===== config.mk =====
export PLATFORM = sky130hd
export DESIGN_NAME = mem_lsu
export DESIGN_NICKNAME = d
export VERILOG_FILES = /design/src/rtl/mem_lsu_pkg.sv /design/src/rtl/mem_ld_ext.sv /design/src/rtl/mem_lsu.sv
export SDC_FILE = /design/constraint.sdc
export NUM_CORES = 1
export LEC_CHECK = 0
export ABC_AREA = 1
export BUFFER_PORTS_ARGS = -buffer_cell sky130_fd_sc_hd__buf_4
export CORE_UTILIZATION = 50
export DETAILED_ROUTE_END_ITERATION = 12
export PLACE_DENSITY_LB_ADDON = 0.08
export SLEW_MARGIN = 20
export SYNTH_ARGS = -nofsm -noshare
export SYNTH_HDL_FRONTEND = slang
export SYNTH_HIERARCHICAL = 1
export SYNTH_SLANG_ARGS = --single-unit

===== constraint.sdc =====
create_clock -name clk -period 1.57 [get_ports clk]
set_clock_uncertainty 0.05 [all_clocks]
set_input_delay 0.314 -clock clk [delete_from_list [all_inputs] [get_ports clk]]
set_output_delay 0.314 -clock clk [all_outputs]
set_load 0.1 [all_outputs]

===== src/rtl/mem_lsu_pkg.sv =====
// Shared constants, types and lane helpers for the load/store unit.
package mem_lsu_pkg;

  localparam int unsigned XLEN  = 32;
  localparam int unsigned BE_W  = 4;
  localparam int unsigned CNT_W = 8;

  typedef enum logic [2:0] {
    OP_LW  = 3'd0,
    OP_LH  = 3'd1,
    OP_LHU = 3'd2,
    OP_LB  = 3'd3,
    OP_LBU = 3'd4,
    OP_SW  = 3'd5,
    OP_SH  = 3'd6,
    OP_SB  = 3'd7
  } op_e;

  typedef enum logic [1:0] {
    ST_IDLE = 2'd0,
    ST_BUS  = 2'd1,
    ST_RESP = 2'd2
  } state_e;

  // Load extender selection codes
  typedef enum logic [2:0] {
    EXT_NONE   = 3'd0,
    EXT_WORD   = 3'd1,
    EXT_HALF_S = 3'd2,
    EXT_HALF_U = 3'd3,
    EXT_BYTE_S = 3'd4,
    EXT_BYTE_U = 3'd5
  } ext_sel_e;

  // Bus command payload held stable for the whole BUS phase
  typedef struct packed {
    logic [XLEN-1:0] addr;
    logic [BE_W-1:0] be;
    logic            we;
    logic [XLEN-1:0] wdata;
  } bus_cmd_t;

  // Registered completion payload
  typedef struct packed {
    logic [XLEN-1:0] rdata;
    logic            adel;
    logic            ades;
    logic            err;
  } resp_t;

  function automatic ext_sel_e ext_sel(input op_e op);
    case (op)
      OP_LW:   return EXT_WORD;
      OP_LH:   return EXT_HALF_S;
      OP_LHU:  return EXT_HALF_U;
      OP_LB:   return EXT_BYTE_S;
      OP_LBU:  return EXT_BYTE_U;
      default: return EXT_NONE;
    endcase
  endfunction

  function automatic logic is_store(input op_e op);
    return (op == OP_SW) || (op == OP_SH) || (op == OP_SB);
  endfunction

  function automatic logic misaligned(input op_e op, input logic [1:0] off);
    case (op)
      OP_LW, OP_SW:         return off != 2'b00;
      OP_LH, OP_LHU, OP_SH: return off[0];
      default:              return 1'b0;
    endcase
  endfunction

  function automatic logic [BE_W-1:0] lane_be(input op_e op, input logic [1:0] off);
    case (op)
      OP_SH:   return off[1] ? 4'b1100 : 4'b0011;
      OP_SB:   return BE_W'(4'b0001 << off);
      default: return 4'b1111;
    endcase
  endfunction

  function automatic logic [XLEN-1:0] lane_wdata(input op_e op, input logic [XLEN-1:0] wd);
    case (op)
      OP_SH:   return {2{wd[15:0]}};
      OP_SB:   return {4{wd[7:0]}};
      default: return wd;
    endcase
  endfunction

endpackage


===== src/rtl/mem_ld_ext.sv =====
// Load data lane extraction and sign/zero extension (combinational).
module mem_ld_ext
  import mem_lsu_pkg::*;
(
  input  op_e             op_i,
  input  logic [1:0]      off_i,
  input  logic [XLEN-1:0] word_i,
  output logic [XLEN-1:0] result_c_o
);

  logic [7:0]  byte_c;
  logic [15:0] half_c;

  // Pick the addressed byte/half from the little-endian word and extend it
  always_comb begin
    byte_c     = 8'(word_i >> {off_i, 3'b000});
    half_c     = 16'(word_i >> {off_i[1], 4'b0000});
    result_c_o = '0;
    case (ext_sel(op_i))
      EXT_WORD:   result_c_o = word_i;
      EXT_HALF_S: result_c_o = {{16{half_c[15]}}, half_c};
      EXT_HALF_U: result_c_o = {16'h0000, half_c};
      EXT_BYTE_S: result_c_o = {{24{byte_c[7]}}, byte_c};
      EXT_BYTE_U: result_c_o = {24'h000000, byte_c};
      default:    result_c_o = '0;
    endcase
  end

endmodule


===== src/rtl/mem_lsu.sv =====
// Single-outstanding load/store unit with alignment check and bus timeout.
module mem_lsu
  import mem_lsu_pkg::*;
#(
  parameter int unsigned TIMEOUT = 255
) (
  input  logic            clk,
  input  logic            rst_n,
  input  logic            req_valid,
  input  logic [2:0]      req_op,
  input  logic [XLEN-1:0] req_addr,
  input  logic [XLEN-1:0] req_wdata,
  output logic            req_ready,
  output logic            resp_valid,
  output logic [XLEN-1:0] resp_rdata,
  output logic            exc_adel,
  output logic            exc_ades,
  output logic            bus_err,
  output logic            stall,
  output logic            bus_req,
  output logic            bus_we,
  output logic [XLEN-1:0] bus_addr,
  output logic [BE_W-1:0] bus_be,
  output logic [XLEN-1:0] bus_wdata,
  input  logic            bus_ack,
  input  logic [XLEN-1:0] bus_rdata
);

  state_e             state_q, state_d;
  logic [CNT_W-1:0]   cnt_q, cnt_d;
  op_e                op_q, op_d;
  logic [1:0]         off_q, off_d;
  logic               bus_req_q, bus_req_d;
  bus_cmd_t           cmd_q, cmd_d;
  logic               resp_valid_q, resp_valid_d;
  resp_t              resp_q, resp_d;
  op_e                req_op_c;
  logic [XLEN-1:0]    ld_data_c;

  assign req_op_c = op_e'(req_op);

  mem_ld_ext u_ld_ext (
    .op_i       (op_q),
    .off_i      (off_q),
    .word_i     (bus_rdata),
    .result_c_o (ld_data_c)
  );

  // State and output registers
  always_ff @(posedge clk or negedge rst_n) begin
    if (!rst_n) begin
      state_q      <= ST_IDLE;
      cnt_q        <= '0;
      op_q         <= OP_LW;
      off_q        <= '0;
      bus_req_q    <= 1'b0;
      cmd_q        <= '0;
      resp_valid_q <= 1'b0;
      resp_q       <= '0;
    end else begin
      state_q      <= state_d;
      cnt_q        <= cnt_d;
      op_q         <= op_d;
      off_q        <= off_d;
      bus_req_q    <= bus_req_d;
      cmd_q        <= cmd_d;
      resp_valid_q <= resp_valid_d;
      resp_q       <= resp_d;
    end
  end

  // Next-state and registered-output logic; response fields are zero outside RESP
  always_comb begin
    state_d      = state_q;
    cnt_d        = cnt_q;
    op_d         = op_q;
    off_d        = off_q;
    bus_req_d    = bus_req_q;
    cmd_d        = cmd_q;
    resp_valid_d = 1'b0;
    resp_d       = '0;
    unique case (state_q)
      ST_IDLE: begin
        if (req_valid) begin
          if (misaligned(req_op_c, req_addr[1:0])) begin
            state_d      = ST_RESP;
            resp_valid_d = 1'b1;
            resp_d.adel  = !is_store(req_op_c);
            resp_d.ades  = is_store(req_op_c);
          end else begin
            state_d     = ST_BUS;
            cnt_d       = '0;
            op_d        = req_op_c;
            off_d       = req_addr[1:0];
            bus_req_d   = 1'b1;
            cmd_d.addr  = {req_addr[XLEN-1:2], 2'b00};
            cmd_d.be    = lane_be(req_op_c, req_addr[1:0]);
            cmd_d.we    = is_store(req_op_c);
            cmd_d.wdata = lane_wdata(req_op_c, req_wdata);
          end
        end
      end
      ST_BUS: begin
        if (bus_ack) begin
          state_d      = ST_RESP;
          bus_req_d    = 1'b0;
          resp_valid_d = 1'b1;
          resp_d.rdata = ld_data_c;
        end else if (cnt_q == CNT_W'(TIMEOUT - 1)) begin
          state_d      = ST_RESP;
          bus_req_d    = 1'b0;
          resp_valid_d = 1'b1;
          resp_d.err   = 1'b1;
        end else begin
          cnt_d = cnt_q + CNT_W'(1);
        end
      end
      ST_RESP: state_d = ST_IDLE;
      default: state_d = ST_IDLE;
    endcase
  end

  assign req_ready  = (state_q == ST_IDLE);
  assign stall      = (state_q == ST_BUS);
  assign bus_req    = bus_req_q;
  assign bus_we     = cmd_q.we;
  assign bus_addr   = cmd_q.addr;
  assign bus_be     = cmd_q.be;
  assign bus_wdata  = cmd_q.wdata;
  assign resp_valid = resp_valid_q;
  assign resp_rdata = resp_q.rdata;
  assign exc_adel   = resp_q.adel;
  assign exc_ades   = resp_q.ades;
  assign bus_err    = resp_q.err;

endmodule

# Word-level counts from Yosys, hierarchy flattened
# Cells that the tools add are included.
# op_classes
add_sub_neg,1
muxes,35
n_bitwise,1
n_reduce_logical,14
shifts,3
eq_ne,21
# op_table
cell,n
$pmux 32 s5,1
$mux 32,2
$pmux 32 s2,1
$mux 8,4
$shr 32x5->16,1
$shr 32x5->8,1
$eq 3x3->1 const B,6
$pmux 8 s2,1
$eq 3x2->1 const B,5
$pmux 3 s5,1
$mux 2,7
$mux 1,12
$eq 3x1->1 const B,3
$add 8x1->8 const B,1
$eq 8x8->1 const B,1
$ne 2x2->1 const B,4
$pmux 4 s2,1
$logic_not 3->1,2
$pmux 1 s2,3
$reduce_and 5->1,1
$mux 4,1
$pmux 2 s2,1
$reduce_and 4->1,1
$reduce_bool 2->1,2
other kinds (11),12
# totals
regBits,119
out_inout_bits,108

# Longest topological paths before layout
# Gate-level depths: netlist of run 1.
# depth
ltp_word,8
ltp_mapped,11

# By module
# Netlist of run 1, hierarchy kept.
# modules_own_cells
module,seq_area_each_um2,n_inst,cells_each,area_per_inst_um2
mem_lsu,2977.9,1,600,5009.8
mem_ld_ext,0.0,1,213,913.4

# Worst setup path after synthesis of run 1
# No wires, ideal clock.
# synth_timing
kind,reg2reg
start,register state_q[0]
end,register cmd_q (netlist bit bus_wdata[16])
synth_period_minus_slack_ns,2.657
setup_slack_ns,-1.087
path_stages_with_launch,7
required_ns,1.395
setup_ns,0.125
arrival_time_ns,2.482
cell_sequence,dfrtp_1 > nor2_1 > nand3_1 > buf_6 > buf_4 > nand2_1 > o21ai_1
# synth_between
elab_chain_len,2
# synth_lines
item,line,rtl
"start, declared",mem_lsu.sv:29,"state_e state_q, state_d;"
"start signal, assigned",mem_lsu.sv:61,state_q <= state_d;
$logic_not 2->1,--,
via req_ready,mem_lsu.sv:13,"output logic req_ready,"
$reduce_and 3->1 (no source line),--,
"end signal, assigned",mem_lsu.sv:66,cmd_q <= cmd_d;
"end, declared",mem_lsu.sv:34,"bus_cmd_t cmd_q, cmd_d;"
# The timed path passes the listed nets, and every way through them passes these cells.
# A chain may end at the register's enable or synchronous reset.

# Final worst setup path of run 1
# layout_timing
start,register state_q[0]
end,output port stall
# layout_between
elab_chain_len,1
# layout_lines
item,line,rtl
$eq 2x1->1,mem_lsu.sv:124,assign stall = (state_q == ST_BUS);
"end, declared",mem_lsu.sv:19,"output logic stall,"
# Every way passes these cells.

==> results.sh, run 1 <==
export IMPL_routed_via_density=5.13
export IMPL_period_share_pct=106
export IMPL_critPathBufInv=3
export IMPL_antenna_found_initial=0
export IMPL_gp_congestion=0.882
export IMPL_worstSetupEndpointType="output port"
export IMPL_hpwl_um=11400
export IMPL_finalSetupViolations=67
export IMPL_syn_to_final_growth_pct=46.2
export IMPL_grt_use_total_pct=27.5
export IMPL_portBuffers=208
export IMPL_status="complete, but fails checks"
export IMPL_synthesis_area_sq_mm=0.00592
export IMPL_grt_max_degree=49
export IMPL_std_cell_rows=39
export IMPL_grt_pass1_vias=5698
export IMPL_crit_arrival_ns=1.31
export IMPL_core_sq_mm=0.0115
export IMPL_drc=0
export IMPL_htree_levels=4
export IMPL_dr_pass1_iters=8
export IMPL_synth_seq_area_share_pct=50.3
export IMPL_start_util_pct=51.7
export IMPL_netlist_top_cells_area="dfrtp_1, nand2_1, nand3_1"
export IMPL_finalNonFillerCells=1206
export IMPL_cp_slowest_cell="dfrtp_2"
export IMPL_placedCellCount=1159
export IMPL_hold_viol_final=0
export IMPL_die_w_um=111
export IMPL_grt_pass1_wl_um=26900
export IMPL_drt_antenna_violating_nets=0
export IMPL_finalWorstSetupSlack_ns=-0.101
export IMPL_grt_setup_unrepaired="true"
export IMPL_n_antenna_cell=0
export IMPL_layout_common_cells="nand2_1, buf_4, dfrtp_1"
export IMPL_crit_family="flip-flops"
export IMPL_syn_avg_cell_area_sq_um=7.29
export IMPL_detail_route_wl_per_cell_um=14.1
export IMPL_ys_ff_latch=119
export IMPL_slowest_delay_ns=0.44
export IMPL_worstPathRequired_ns=1.21
export IMPL_crit_fanout=3
export IMPL_yosysTopAreaCell="dfrtp_1"
export IMPL_synth_top_cell_area_share_pct=50.3
export IMPL_die_y_um=111
export IMPL_cts_tree="built"
export IMPL_cap_violations=0
export IMPL_clk_latency_ns=0.42
export IMPL_violations="negative setup slack"
export IMPL_min_period_ns=1.67
export IMPL_drt_total_wl_um=17000
export IMPL_clk_path_buf_depth=2
export IMPL_critPathKind="reg -> out"
export IMPL_pin_count=211
export IMPL_hold_path_class="in -> reg"
export IMPL_clk_pin_slew_ns=0.05
export IMPL_vias=6186
export IMPL_final_nets=1155
export IMPL_cts_inserted_buffers=17
export IMPL_finalMaxSlewViolations=0
export IMPL_synth_cells=813
export IMPL_grt_overflow=0
export IMPL_drtIter0Drc=508
export IMPL_layout_drive_gt1_share_pct=29.3
export IMPL_final_common_cell="nand2_1"
export IMPL_synth_distinct_cells=28
export IMPL_clock_sinks=119
export IMPL_clock_root_buffer="clkbuf_16"
export IMPL_cp_cell_sequence="nand2_2, buf_6, clkinvlp_4, buf_12"
export IMPL_ys_warn_count=6
export IMPL_max_clock_freq_mhz=598
export IMPL_die_area_sq_mm=0.0123
export IMPL_startpoint_type="flip-flop"
-- repair_timing --
item | CTS | global route
pin swaps | 1 | 2
setup buffers | 4 | 5
endpoints found under the setup margin | 2 | 67
hold buffers | 1 | 0
gates resized for setup | 9 | 9
hold endpoints to repair | 20 | 0
gates cloned | 0 | 5
-- area by class of cell --
cell class	instances	area, sq um
Inverter	35	143
Multi-Input combinational cell	618	2600
Clock buffer	22	454
Fill cell	882	2810
Sequential cell	119	2980
Clock inverter	10	128
Timing Repair Buffer	258	2170
Tap cell	143	179
Timing Repair inverter	1	6.26
-- cell usage after synthesis --
cell / count
o21bai_1: 1
ha_1: 2
conb_1: 1
nand4_1: 2
inv_6: 1
nand3b_2: 1
xor2_1: 1
a21boi_0: 2
nand3_1: 93
dfrtp_1: 119
nor3_1: 3
buf_6: 6
nand2_1: 412
buf_2: 17
or2_2: 1
clkbuf_2: 1
inv_1: 25
buf_4: 7
xnor2_1: 2
nor3_2: 1
nor2_1: 58
nand3_2: 1
o21ai_1: 18
nand2_2: 4
clkbuf_1: 11
clkinv_1: 2
inv_2: 7
a21oi_1: 14
-- metrics by stage --
stage / setup slack (ns) / util (%) / setup TNS, ns / area, sq um / hold WS, ns
finish: -0.101 / 75.5 / -1.70 / 8660 / 0.0355
global route: -0.163 / 75.5 / -8.88 / 8660 / 0.0325
CTS: -0.144 / 74.1 / -0.144 / 8500 / 0.0273
detailed placement: 0.0103 / 68.4 / 0 / 7850 / 0.202
global placement: 0.0618 / 68.4 / 0 / 7850 / 0.202
floorplan: -0.126 / - / -9.15 / 5960 / -0.0316
-- sequential cells by signal (all words and copies together), names as in the netlist, 2 cells and up --
| signal | flops |
|---|---|
| op_q | 3 |
| resp_rdata | 32 |
| off_q | 2 |
| cnt_q | 8 |
| bus_wdata | 32 |
| state_q | 2 |
| bus_addr | 30 |
| bus_be | 4 |
-- logic make-up after synthesis --
kind of cell / count (synthesis) / share of synthesized area [%]
buffers and inverters: 77 / 6.55
AND/OR/NAND/NOR: 576 / 39.2
other: 1 / 0.0633
adder cells (fa/ha/maj): 2 / 0.422
flip-flops: 119 / 50.3
XOR/XNOR: 3 / 0.444
AO/OA/AOI/OAI: 35 / 3.08
-- worst reg2reg max path, stage by stage (launching register included) --
cell and delay, ns:
dfrtp_2 0.40, buf_4 0.15, nor2_4 0.14, buf_4 0.15, nand3_4 0.20, clkbuf_16 0.28, nand2_1 0.09, nand2_1 0.06
-- worst paths after layout --
path / startpoint / to / slack, ns / cells past startpoint
min in group asynchronous: rst_n / resp_rdata[2]$_DFF_PN0_ / 0.30 / 2
hold / removal: req_addr[29] / bus_addr[29]$_DFFE_PN0P_ / 0.04 / 3
max in group asynchronous: rst_n / bus_wdata[9]$_DFFE_PN0P_ / 0.65 / 3
setup reg to reg: state_q[1]$_DFFE_PN0P_ / bus_wdata[10]$_DFFE_PN0P_ / -0.05 / 7
hold reg to reg: bus_addr[28]$_DFFE_PN0P_ / bus_addr[28]$_DFFE_PN0P_ / 0.43 / 2
setup / recovery: state_q[0]$_DFFE_PN0P_ / stall / -0.10 / 4
-- metal layers --
layer	share of wire (%)	wire length (um)	vias to the layer above	track usage, %
met2	49	8320	300	45.3
li1	-	-	3003	-
met5	0	0	-	0
met3	8.6	1460	32	8.37
met1	41	6960	2851	34.1
met4	1.8	309	0	10.0
Power of run 1 is not shown: default switching activity piles up to over one toggle a cycle in this logic, so the estimate is an artifact.
==> run 2, diff against run 1 <==
==> constraint.sdc (replaced) <==
create_clock -name clk -period 1.57 [get_ports clk]
set_clock_uncertainty 0.05 [all_clocks]
set_input_delay 0.0785 -clock clk [delete_from_list [all_inputs] [get_ports clk]]
set_output_delay 0.0785 -clock clk [all_outputs]
set_load 0.1 [all_outputs]
==> run 2 against run 1 <==
Effect of this change:
- global-route usage rose by 3.8 points
- final cell count rose by 5.1%
- sequential share of layout area decreased by 2.4 points
- setup slack gained 0.15 ns
- via count is 6.1% higher
- worst hold slack got worse by 0.029 ns
- register-to-register slack improved by 0.14 ns
- the run now ends clean
- flip-flop and latch count did not move
- non-clock buffer count rose by 63
- clock-buffer cell count is 2 lower
- critical path depth up 1
==> results.sh, run 2 (synthesis gave the netlist of run 1 again) <==
export IMPL_final_nets=1217
export IMPL_min_period_ns=1.52
export IMPL_cts_inserted_buffers=17
export IMPL_finalNonFillerCells=1268
export IMPL_syn_to_final_growth_pct=57.5
export IMPL_clk_path_buf_depth=2
export IMPL_drtIter0Drc=453
export IMPL_vias=6563
export IMPL_crit_arrival_ns=1.39
export IMPL_drt_total_wl_um=18500
export IMPL_p_leak_nw=5.11
export IMPL_start_util_pct=51.7
export IMPL_detail_route_wl_per_cell_um=14.6
export IMPL_grt_pass1_vias=6537
export IMPL_critPathBufInv=4
export IMPL_max_clock_freq_mhz=657
export IMPL_slowest_delay_ns=0.38
export IMPL_die_area_sq_mm=0.0123
export IMPL_crit_fanout=11
export IMPL_startpoint_type="flip-flop"
export IMPL_finalMaxSlewViolations=0
export IMPL_pin_count=211
export IMPL_critPathKind="reg -> out"
export IMPL_drc=0
export IMPL_grt_overflow=0
export IMPL_finalSetupViolations=0
export IMPL_layout_drive_gt1_share_pct=26.8
export IMPL_period_share_pct=96.9
export IMPL_hold_path_class="in -> reg"
export IMPL_routed_via_density=5.18
export IMPL_hpwl_um=11300
export IMPL_cp_slowest_cell="dfrtp_1"
export IMPL_final_util_pct=81.3
export IMPL_layout_common_cells="nand2_1, buf_4, dfrtp_1"
export IMPL_cp_cell_sequence="inv_2, nand2_4, buf_12, inv_1, buf_12"
export IMPL_die_w_um=111
export IMPL_crit_top_cell="buf_12"
export IMPL_gp_congestion=0.901
export IMPL_clk_latency_ns=0.41
export IMPL_pwr_share_comb_pct=60.6
export IMPL_grt_pass1_wl_um=30800
export IMPL_p_switching_w=0.0129
export IMPL_cap_violations=0
export IMPL_portBuffers=208
export IMPL_std_cell_rows=39
export IMPL_hold_viol_final=0
export IMPL_grt_use_total_pct=31.3
export IMPL_grt_setup_unrepaired="false"
export IMPL_core_sq_mm=0.0115
export IMPL_clock_root_buffer="clkbuf_16"
export IMPL_p_sw_share_pct=55.6
export IMPL_htree_levels=4
export IMPL_cts_tree="built"
export IMPL_n_antenna_cell=0
export IMPL_drt_antenna_violating_nets=0
export IMPL_internal_power_w=0.0103
export IMPL_clock_sinks=119
export IMPL_hold_worst_slack_ns=0.00638
export IMPL_placedCellCount=1154
export IMPL_pwr_share_seq_pct=20.9
export IMPL_worstPathRequired_ns=1.44
export IMPL_final_common_cell="nand2_1"
export IMPL_powerDensity_mw_per_mm2=2490
export IMPL_ir_worst_vdd_mv=2.43
export IMPL_status="finished, final reports clean"
export IMPL_grt_max_degree=56
export IMPL_crit_family="buffers and inverters"
export IMPL_antenna_found_initial=0
export IMPL_clock_power_share_pct=18.4
export IMPL_clk_pin_slew_ns=0.06
export IMPL_dr_pass1_iters=6
export IMPL_die_y_um=111
export IMPL_worstSetupEndpointType="output port"
-- run 2: repair_timing --
item	in CTS	in global routing
cloned	2	0
gates resized for setup	9	12
hold endpoints to repair	179	0
endpoints found under the setup margin	5	40
buffers inserted	1	0
hold buffers	79	0
-- run 2: area by class of cell --
cell class	instances	area [sq um]
Multi-Input combinational cell	618	2610
Clock inverter	12	186
Inverter	35	140
Sequential cell	119	2980
Fill cell	768	2140
Clock buffer	20	467
Tap cell	143	179
Timing Repair Buffer	321	2770
-- run 2: path summary, 6_finish.rpt --
kind                       slack (ns)                   endpoint  cells after the start                startpoint
max                              0.05                      stall                      5    state_q[1]$_DFFE_PN0P_
min                             0.006   resp_rdata[19]$_DFF_PN0_                      5             bus_rdata[19]
max reg2reg                      0.09  bus_wdata[20]$_DFFE_PN0P_                      6    state_q[1]$_DFFE_PN0P_
min reg2reg                      0.43   bus_addr[12]$_DFFE_PN0P_                      2  bus_addr[12]$_DFFE_PN0P_
max in group asynchronous        0.70        op_q[0]$_DFFE_PN0P_                      3                     rst_n
min in group asynchronous        0.11    resp_rdata[2]$_DFF_PN0_                      2                     rst_n
-- run 2: per-layer routing --
layer	vias up	part of all wire, %	GRT usage, %
met5	-	0	0
met1	3067	39	37.7
li1	3128	-	-
met3	44	8.3	8.26
met2	324	50	53.4
met4	0	2.5	12.5
-- run 2: power by group through the flow --
stage	combinational [W]	sequential, W	clock [W]
after detailed placement	0.0135	0.00484	0
after CTS	0.0140	0.00483	0.00431
final	0.0141	0.00486	0.00428
after global placement	0.0134	0.00484	0
after global routing	0.0148	0.00498	0.00447
after floorplan	0.00339	0.0119	0
-- run 2: worst register-to-register path: stages, from the launching register on --
cell	delay, ns
dfrtp_1	0.38
buf_4	0.15
nor2_4	0.17
nand3_4	0.14
buf_6	0.24
nand2_1	0.16
o21ai_1	0.06
-- run 2: stage by stage --
step	total power, W	area (sq um)	setup TNS, ns	setup WS [ns]
floorplan	0.0152	5940	-9.15	-0.126
global placement	0.0182	7740	0	0.0733
detailed placement	0.0183	7740	0	0.0409
CTS	0.0231	9300	0	0.0120
global route	0.0243	9330	0	0.00393
finish	0.0232	9330	0	0.0480
Note: power is estimated with default switching activity, not from simulation.
